$ cat src/rtl/fix_addsub_pipe.sv
// Two-stage sign-magnitude fixed-point add/sub/accumulate pipeline with
// valid/ready flow control, saturation, canonical zero and an overflow counter.
module fix_addsub_pipe #(
    parameter int N     = 16,
    parameter int Q     = 8,
    parameter int CNT_W = 8
) (
    input  logic             clk,
    input  logic             rst_n,
    input  logic             in_valid,
    output logic             in_ready,
    input  logic [N-1:0]     in_a,
    input  logic [N-1:0]     in_b,
    input  logic [1:0]       in_mode,
    output logic             out_valid,
    input  logic             out_ready,
    output logic [N-1:0]     out_c,
    output logic             out_ovf,
    output logic [N-1:0]     acc_val,
    output logic [CNT_W-1:0] ovf_cnt
);

    typedef enum logic [1:0] {
        MODE_ADD = 2'b00,
        MODE_SUB = 2'b01,
        MODE_ACC = 2'b10,
        MODE_CLR = 2'b11
    } mode_t;

    if (N < 4 || Q > N - 2) begin : g_param_check
        $error("fix_addsub_pipe: invalid N/Q combination");
    end

    logic         s1_valid;
    logic [N-1:0] s1_a;
    logic [N-1:0] s1_b;
    mode_t        s1_mode;
    logic         s2_load;
    logic         in_fire;

    assign s2_load  = s1_valid && (!out_valid || out_ready);
    assign in_ready = !s1_valid || s2_load;
    assign in_fire  = in_valid && in_ready;

    // SUB is folded into ADD here by flipping B's sign, so S2 only sees ADD/ACC/CLR.
    always_ff @(posedge clk or negedge rst_n) begin
        if (!rst_n) begin
            s1_valid <= 1'b0;
            s1_a     <= '0;
            s1_b     <= '0;
            s1_mode  <= MODE_ADD;
        end else if (in_fire) begin
            s1_valid <= 1'b1;
            s1_a     <= in_a;
            if (mode_t'(in_mode) == MODE_SUB) begin
                s1_b    <= {~in_b[N-1], in_b[N-2:0]};
                s1_mode <= MODE_ADD;
            end else begin
                s1_b    <= in_b;
                s1_mode <= mode_t'(in_mode);
            end
        end else if (s2_load) begin
            s1_valid <= 1'b0;
        end
    end

    logic [N-1:0] y;
    logic [N-1:0] mag_sum;
    logic [N-2:0] res_mag;
    logic         res_sign;
    logic         res_ovf;
    logic [N-1:0] res_c;

    always_comb begin
        y        = (s1_mode == MODE_ACC) ? acc_val : s1_b;
        mag_sum  = {1'b0, s1_a[N-2:0]} + {1'b0, y[N-2:0]};
        res_mag  = '0;
        res_sign = 1'b0;
        res_ovf  = 1'b0;
        if (s1_a[N-1] == y[N-1]) begin
            res_sign = s1_a[N-1];
            if (mag_sum[N-1]) begin
                res_mag = '1;
                res_ovf = 1'b1;
            end else begin
                res_mag = mag_sum[N-2:0];
            end
        end else if (s1_a[N-2:0] >= y[N-2:0]) begin
            res_sign = s1_a[N-1];
            res_mag  = s1_a[N-2:0] - y[N-2:0];
        end else begin
            res_sign = y[N-1];
            res_mag  = y[N-2:0] - s1_a[N-2:0];
        end
        // Zero magnitude is always emitted as +0, whatever the operand signs.
        if (res_mag == '0) begin
            res_sign = 1'b0;
        end
        if (s1_mode == MODE_CLR) begin
            res_mag  = '0;
            res_sign = 1'b0;
            res_ovf  = 1'b0;
        end
        res_c = {res_sign, res_mag};
    end

    always_ff @(posedge clk or negedge rst_n) begin
        if (!rst_n) begin
            out_valid <= 1'b0;
            out_c     <= '0;
            out_ovf   <= 1'b0;
            acc_val   <= '0;
            ovf_cnt   <= '0;
        end else begin
            if (s2_load) begin
                out_valid <= 1'b1;
                out_c     <= res_c;
                out_ovf   <= res_ovf;
                if (s1_mode == MODE_ACC || s1_mode == MODE_CLR) begin
                    acc_val <= res_c;
                end
                if (s1_mode == MODE_CLR) begin
                    ovf_cnt <= '0;
                end else if (res_ovf && ovf_cnt != '1) begin
                    ovf_cnt <= ovf_cnt + CNT_W'(1);
                end
            end else if (out_ready) begin
                out_valid <= 1'b0;
            end
        end
    end

endmodule

$ cat config.mk
export PLATFORM = sky130hd
export DESIGN_NAME = fix_addsub_pipe
export DESIGN_NICKNAME = d
export VERILOG_FILES = /design/src/rtl/fix_addsub_pipe.sv
export SDC_FILE = /design/constraint.sdc
export NUM_CORES = 1
export LEC_CHECK = 0
export CAP_MARGIN = 20
export CORE_ASPECT_RATIO = 1.25
export CORE_MARGIN = 8
export CORE_UTILIZATION = 50
export DETAILED_ROUTE_END_ITERATION = 7
export MAX_ROUTING_LAYER = met4
export PLACE_DENSITY = 0.73
export SLEW_MARGIN = 20
export SYNTH_ARGS = -nofsm -noshare
export SYNTH_HDL_FRONTEND = slang
export SYNTH_SLANG_ARGS = --single-unit
$ cat constraint.sdc
create_clock -name clk -period 6.2 [get_ports clk]
set_input_delay 0.93 -clock clk [delete_from_list [all_inputs] [get_ports clk]]
set_output_delay 0.93 -clock clk [all_outputs]
set_load 0.02 [all_outputs]
# [Yosys cells after proc, flatten, opt, wreduce, memory -nomap -nowiden]
# Cells that the tools add are included.
[totals] elab_cells=54 output_inout_bits=43 inputBits=38 memories=0 mem_bits_ro=0 mem_bits_rw=0 ff_bits=77 latch_bits=0
[classes] n_lt_le_gt_ge=1 n_reduce_logical=14 muxes=20 bitwise_logic=1 div=0 n_eq_ne=5 n_shift=0 multipliers=0 add_sub_neg=4
[ops] cell="two-way mux 15 bit" count=4
[ops] cell="two-way mux 16 bit" count=2
[ops] cell="subtractor 15 bit" count=2
[ops] cell="adder 15 x 15 -> 16 bit" count=1
[ops] cell="two-way mux 8 bit" count=2
[ops] cell="greater-or-equal comparator 15 bit" count=1
[ops] cell="logical NOT 15 bit" count=1
[ops] cell="two-way mux 1 bit" count=11
[ops] cell="adder 8 x 1 -> 8 bit (second input constant)" count=1
[ops] cell="inequality test 8 bit (second input constant)" count=1
[ops] cell="nonzero test 2 bit" count=3
[ops] cell="equality test 2 bit (second input constant)" count=2
[ops] cell="AND reduction 2 bit" count=2
[ops] cell="logical AND 1 bit" count=3
[ops] cell="logical OR 1 bit" count=3
[ops] cell="equality test 2 x 1 -> 1 bit (second input constant)" count=1
[ops] cell="logical NOT 1 bit" count=2
[ops] cell="two-way mux 2 bit" count=1
[ops] cell="equality test 1 bit" count=1
[ops] cell="inverter 1 bit" count=1

# [Logic depth before layout (Yosys ltp)]
# Gate-level depths: netlist of run 1.
[logic_depth] ltp_word=9 ltp_mapped=17 mapped_depth_nobuf=16

# [Worst setup path before layout of run 1]
# No wires, ideal clock.
[synth_path] path_kind="register -> register" start="reg s1_mode[1]" end="reg acc_val[15]" required_ns=6.067 path_buffers=3 path_slack_ns=2.276 stages_incl_launch_ff=17 synth_period_minus_slack_ns=3.924 arrival_ns=3.790 setup_time_ns=0.133 path_cell_list="dfrtp_1 nand2b_1 buf_2 buf_1 mux2_2 ha_1 a21o_1 a221oi_4 o211ai_4 buf_6 a2111o_1 a21oi_1 o2bb2ai_1 a211oi_2 nand4_1 o311ai_2 o21ai_1"
[synth_via] elab_chain_len=8 elab_cells_between_ends=18 classes_between="3 x add/sub; 1 x order compare; 3 x eq/ne; 8 x mux; 3 x reduce/logical"
[synth_lines] item="from (decl)" line_no="37" text="mode_t s1_mode;"
[synth_lines] item="from (signal assigned)" line_no="60" text="s1_mode <= mode_t'(in_mode);"
[synth_lines] item="equality test 2 bit" line_no="75, 119"
[synth_lines] item="two-way mux 16 bit" line_no="75" text="y = (s1_mode == MODE_ACC) ? acc_val : s1_b;"
[synth_lines] item="subtractor 15 bit, or another cell as far along" line_no="93" text="res_mag = y[N-2:0] - s1_a[N-2:0];"
[synth_lines] item="two-way mux 15 bit (on tied branches)" line_no="88, 82"
[synth_lines] item="two-way mux 15 bit" line_no="80" text="if (s1_a[N-1] == y[N-1]) begin"
[synth_lines] item="logical NOT 15 bit" line_no="96" text="if (res_mag == '0) begin"
[synth_lines] item="two-way mux 1 bit" line_no="96"
[synth_lines] item="two-way mux 1 bit" line_no="99" text="if (s1_mode == MODE_CLR) begin"
[synth_lines] item="to (signal assigned)" line_no="120" text="acc_val <= res_c;"
[synth_lines] item="to (decl)" line_no="19" text="output logic [N-1:0] acc_val,"
# Parallel ways exist; a longest one is shown, timed or not.
# A chain may end at the register's enable or synchronous reset.

# [Final worst setup path of run 1]
[layout_path] start="reg s1_mode[0]" end="reg acc_val[15]"
# The elaborated chain is that of the path after synthesis.

==> results_dict.tcl, run 1 <==
set metrics [dict create \
    outcome "finished clean" \
    grt_pass1_vias 5387 \
    tns_ps 0 \
    clkLatencyLatePin_ps 340 \
    ctsResizeCount 0 \
    n_antenna_cell 0 \
    worstPathCellList "nand2b_1, mux2_2, ha_1, nand4bb_1, a31oi_1, o21ai_1, nand2_1, o31ai_1, o22ai_1, a211oi_2, nand4_1, o311ai_2, o21ai_1" \
    die_x_um 115.0 \
    cts.hold.buffers_added 0 \
    yosysSeqAreaShare_pct 31.47 \
    cts_buffers 9 \
    fmax_ghz 0.1971 \
    critical_path_buf_inv_count 0 \
    synth-main-ff-cell "dfrtp_1" \
    rsz0062_at_grt "false" \
    drc_errors 0 \
    required_ps 6380 \
    synth-edff-count 0 \
    path_clk_slew_ps 60 \
    cpLargestDelayFamily "compound AO/OA/AOI/OAI gates" \
    core_mm2 0.01205 \
    syn_nets 741 \
    arrival_ps 5250 \
    synth_cell_types 84 \
    p_leak_nw 3.168 \
    drive_gt1_share_pct 14.50 \
    final_nets 805 \
    antenna_found_initial 0 \
    path_max_fanout 18 \
    wl_per_cell_um 22.00 \
    dr.first_iter.drc_count 357 \
    dpl.hpwl_um 14910 \
    io_pins 81 \
    cts-root-buf "clkbuf_16" \
    grt_pass1_wl_um 30530 \
    finalSetupViolations 0 \
    fillers 1081 \
    firstDrtPassIters 5 \
    place_area_mm2 0.006998 \
    whs_ps 489.1 \
    num_rows 45 \
    start_util_pct 50.82 \
    tightestPinTransition_ps 1034 \
    syn-cell-area_mm2 0.006123 \
    slew_viol_final 0 \
    vias_per_cell 6.079 \
    avgSynthCellArea_um2 9.435 \
    fin_crit_sh_pct 81.84 \
    gr-usage-all-layers_pct 25.03 \
    slew_headroom_pct 30.57 \
    cts.sinks 77 \
    cts_tree "done" \
    start_kind "register" \
    skew_ps 9.379 \
    area_delta_synth_final_pct 19.15 \
    drt_wl_total_um 19380 \
    postCtsSetupBuffers 0 \
    yosysWarnings 0 \
    slowest_delay_ps 830 \
    gp_congestion 1.017 \
    cap_violations 0 \
    postSynthCellCount 649 \
    grt_max_degree 78 \
    grt-ovfl-total 0 \
    crit_top_cell "o21ai_1" \
    ant_nets 0 \
    vias 5356 \
    ys_ff_latch 77 \
    p_total_mw 3.702 \
    crit_slowest_cell "o21ai_1" \
    async_flop_share_pct 100.0 \
    endpoint_kind "register" \
    fin_crit_ps 5074 \
    htree_levels 3 \
    hold_viol_final 0 \
    stdcell_area_mm2 0.007296 \
    port_buffers 80 \
    p_per_area_mw_per_mm2 507.4 \
    clk_path_buf_depth 2 \
    ir_worst_vdd_uv 297.0 \
    die-area_mm2 0.01607 \
    hold_path_class "register to register" \
    die_h_um 139.7 \
    crit_type "register to register" \
]
[cell families after synthesis]
| kind of cell | after synthesis | share of synthesized area [%] |
|---|---|---|
| AND/OR/NAND/NOR | 180 | 15.86 |
| adder cells (fa/ha/maj) | 54 | 11.40 |
| XOR/XNOR | 12 | 1.716 |
| AO/OA/AOI/OAI | 188 | 22.56 |
| buffers and inverters | 73 | 5.108 |
| flip-flops | 77 | 31.47 |
| multiplexers | 65 | 11.89 |
[synthesized netlist by cell type (4+ instances only)]
cell	n	area, um^2
dfrtp_1	77	1927
mux2_2	62	698.2
ha_1	51	638.1
nand2_1	50	187.7
inv_1	43	161.4
a21oi_1	37	185.2
o21ai_0	36	180.2
nor2_1	34	127.6
clkbuf_1	15	56.30
nand2b_1	12	75.07
and2_1	11	68.82
a21o_1	10	75.07
buf_2	10	50.05
nand3_1	10	50.05
nor2b_1	10	62.56
nor3_1	10	50.05
o31ai_1	10	75.07
o21ai_1	8	40.04
a211oi_1	7	52.55
xnor2_1	7	61.31
and3_1	6	37.54
o221ai_1	6	52.55
o22ai_1	6	37.54
nand3b_1	5	37.54
nand4_1	5	31.28
nor3b_1	5	37.54
o211ai_1	5	37.54
xor2_1	5	43.79
o2111ai_1	4	35.03
o211a_1	4	40.04
[path summary, 6_finish.rpt]
check	start	end	slack (ps)	cells past startpoint
setup / recovery	s1_mode[0]	acc_val[15]	1130	13
hold / removal	out_c[0]	out_c[0]	490	2
setup reg to reg	s1_mode[0]	acc_val[15]	1130	13
hold reg to reg	out_c[0]	out_c[0]	490	2
max in group asynchronous	rst_n	s1_a[13]	4840	1
min in group asynchronous	rst_n	acc_val[4]	740	1
[sequential cells by signal, indices dropped and copies added, names as in the netlist]
register / cells
s1_mode: 2
ovf_cnt: 8
s1_b: 16
out_ovf: 1
s1_valid: 1
s1_a: 16
acc_val: 16
out_c: 16
out_valid: 1
[worst min-delay path: stages (launching register included)]
cell     delay (ps)
dfrtp_1         350
nand2_1          50
o21ai_0          60
[per-stage QoR]
stage / cells / util [%] / setup WS, ps
2_1_floorplan: 649 / - / 2276
5_1_grt: 881 / 60.55 / 862.3
4_1_cts: 881 / 60.55 / 1240
3_5_place_dp: 866 / 58.08 / 1257
3_3_place_gp: 866 / 58.08 / 1229
6_report: 881 / 60.55 / 1126
[cells in the final DEF (no fill, tap or decap), types with 4 or more instances in the layout]
| master | Yosys | layout |
|---|---|---|
| buf_4 | 1 | 4 |
| xor2_1 | 5 | 5 |
| nor3_1 | 10 | 10 |
| and3_1 | 6 | 6 |
| nor2_1 | 34 | 34 |
| inv_1 | 43 | 43 |
| nand4_1 | 5 | 5 |
| nor2b_1 | 10 | 10 |
| o31ai_1 | 10 | 10 |
| o21ai_0 | 36 | 36 |
| ha_1 | 51 | 51 |
| nand2_1 | 50 | 50 |
| nand3_1 | 10 | 10 |
| a21oi_1 | 37 | 37 |
| o21ai_1 | 8 | 8 |
| a21o_1 | 10 | 10 |
| o221ai_1 | 6 | 6 |
| clkdlybuf4s50_1 | 0 | 79 |
| nand3b_1 | 5 | 5 |
| o22ai_1 | 6 | 6 |
| clkbuf_16 | 0 | 9 |
| and2_1 | 11 | 11 |
| mux2_2 | 62 | 62 |
| xnor2_1 | 7 | 7 |
| o211a_1 | 4 | 4 |
| o211ai_1 | 5 | 5 |
| o2111ai_1 | 4 | 4 |
| dfrtp_1 | 77 | 77 |
| nand2b_1 | 12 | 12 |
| nor3b_1 | 5 | 5 |
| a211oi_1 | 7 | 7 |
[layer usage]
| metal | wire (um) | global-route usage, % | up-vias |
|---|---|---|---|
| met5 | 0 | - | - |
| met4 | 343 | 6.935 | 0 |
| met3 | 919 | 3.506 | 31 |
| met1 | 8623 | 32.15 | 2644 |
| met2 | 9495 | 40.10 | 182 |
| li1 | - | - | 2499 |
[area by class of cell]
class	count	area, um^2	area share [%]
multi-input cells	499	3884	53.23
clock inverters	6	72.57	0.9947
repair buffers	83	820.8	11.25
inverters	43	161.4	2.212
clock buffers	9	225.2	3.087
well taps	164	205.2	2.813
flip-flops and latches	77	1927	26.41
[power by group]
group          switching [mW]  internal [mW]
Sequential              0.126          0.654
Clock                   0.214          0.313
Combinational            1.45          0.944
Note: power is estimated with default switching activity, not from simulation.
==> inputs of run 2 (changes only) <==
PLACE_DENSITY = 0.76   (was 0.73)
clock period = 4.1 ns   (was 6.2 ns; I/O delays follow)
==> run 2 against run 1 <==
Compared with the run above:
- wire length increased by 8.7%
- total power increased by 82%
- clock-buffer cell count increased by 1
- register-to-register slack got worse by 1000 ps
- critical path depth increased by 2
- setup slack got worse by 1000 ps
- die area unchanged
- sequential share of layout area decreased by 3.4 points
- highest routed layer unchanged
==> results_dict.tcl, run 2 (synthesis gave the netlist of run 1 again) <==
set metrics [dict create \
    outcome "finished clean" \
    drt_wl_total_um 21070 \
    fillers 949 \
    whs_ps 426.7 \
    stdcell_area_mm2 0.008376 \
    mostFrequentLayoutCells "buf_4, clkdlybuf4s50_1, dfrtp_1" \
    endpoint_kind "register" \
    fin_crit_sh_pct 97.87 \
    final_nets 899 \
    fmax_ghz 0.2492 \
    n_antenna_cell 0 \
    ir_worst_vdd_uv 468.8 \
    die-area_mm2 0.01607 \
    place_area_mm2 0.007614 \
    arrival_ps 4190 \
    drc_errors 0 \
    path_clk_slew_ps 60 \
    htree_levels 3 \
    cap_violations 0 \
    num_rows 45 \
    cts.sinks 77 \
    layout.area.seq_mm2 0.001927 \
    place_ws_ps -130.1 \
    die_h_um 139.7 \
    p_per_area_mw_per_mm2 802.5 \
    fin_ws_ps 87.46 \
    hold_viol_final 0 \
    cts-root-buf "clkbuf_16" \
    cts_buffers 9 \
    dpl.hpwl_um 16290 \
    grt_pass1_vias 5991 \
    firstDrtPassIters 5 \
    crit_type "register to register" \
    final_util_pct 69.51 \
    gr-usage-all-layers_pct 26.45 \
    core_mm2 0.01205 \
    area_delta_synth_final_pct 36.78 \
    hold_path_class "primary input to asynchronous set/reset pin" \
    port_buffers 80 \
    vias_per_cell 5.902 \
    start_util_pct 50.82 \
    fin_crit_ps 4013 \
    start_kind "register" \
    dr.first_iter.drc_count 355 \
    slew_headroom_pct 29.33 \
    tightestPinTransition_ps 1057 \
    skew_ps 6.303 \
    p_leak_nw 3.690 \
    multi_input_area_mm2 0.004242 \
    clkLatencyLatePin_ps 330 \
    mostFrequentLayoutCell "buf_4" \
    die_x_um 115.0 \
    cts_tree "done" \
    slew_viol_final 0 \
    ant_nets 0 \
    antenna_found_initial 0 \
    clk_path_buf_depth 2 \
    path_max_fanout 6 \
    gp_congestion 0.9270 \
    required_ps 4280 \
    vias 5760 \
    wl_per_cell_um 21.59 \
    cts.hold.buffers_added 0 \
    grt_pass1_wl_um 32260 \
    drive_gt1_share_pct 29.93 \
    finalSetupViolations 0 \
    p_total_mw 6.721 \
    grt_max_degree 78 \
    io_pins 81 \
    grt-ovfl-total 0 \
]
run 2: changes by cell type in the layout (fill, tap and decap cells not counted), sizes merged:
cell / delta
o211ai: +1
bufinv: +1
clkinv: -1
clkbuf: +1
a21boi: +1
buf: +92
run 2: area by class of cell:
cell class	instances	area share, %
well taps	164	2.450
repair buffers	175	18.09
inverters	43	1.927
clock buffers	10	2.734
clock inverters	6	1.150
multi-input cells	501	50.64
flip-flops and latches	77	23.01
run 2: timing repair:
| item | in CTS | in global routing |
|---|---|---|
| endpoints found under the setup margin | 2 | 13 |
| gates cloned | 0 | 2 |
| gates resized for setup | 9 | 60 |
| pin swaps | 2 | 18 |
| buffers inserted | 2 | 8 |
run 2: stage by stage:
| stage | cells | TNS [ps] |
|---|---|---|
| 2_1_floorplan | 649 | 0 |
| 4_1_cts | 966 | 0 |
| 5_1_grt | 976 | -11.06 |
| 6_report | 976 | 0 |
| 3_5_place_dp | 948 | -228.8 |
| 3_3_place_gp | 948 | -461.4 |
run 2: power by group:
group / leakage, nW / switching, mW / internal, mW / total (mW)
registers: 0.924 / 0.194 / 0.989 / 1.18
logic: 2.61 / 2.56 / 2.13 / 4.68
clock network: 0.155 / 0.315 / 0.539 / 0.854
total: 3.69 / 3.07 / 3.65 / 6.72
run 2: critical path, cell delays in order (launching register included):
cell and delay, ps:
dfrtp_1 410, nand2b_4 100, buf_4 160, mux2_2 390, ha_1 420, nand2_2 170, o211ai_1 310, o21ai_2 140
buf_4 180, a221o_1 380, a21oi_2 160, o2bb2ai_2 100, a211oi_4 300, nand4_1 180, o311ai_2 350, o21ai_1 90
run 2: per-layer routing:
layer	share of wire [%]	vias up	track usage (%)
li1	-	2694	-
met1	43	2807	32.11
met2	49	219	43.18
met3	4.7	40	2.727
met4	3.8	0	12.00
met5	0	-	-
run 2: worst paths after layout:
check                            from     endpoint  slack [ps]  depth (start not counted)
setup / recovery           s1_mode[1]  acc_val[15]          90                         15
hold / removal                  rst_n     out_c[0]         430                          1
setup reg to reg           s1_mode[1]  acc_val[15]          90                         15
hold reg to reg             out_c[12]    out_c[12]         500                          2
max in group asynchronous       rst_n  acc_val[14]        3060                          1
min in group clk            out_c[12]    out_c[12]         500                          2
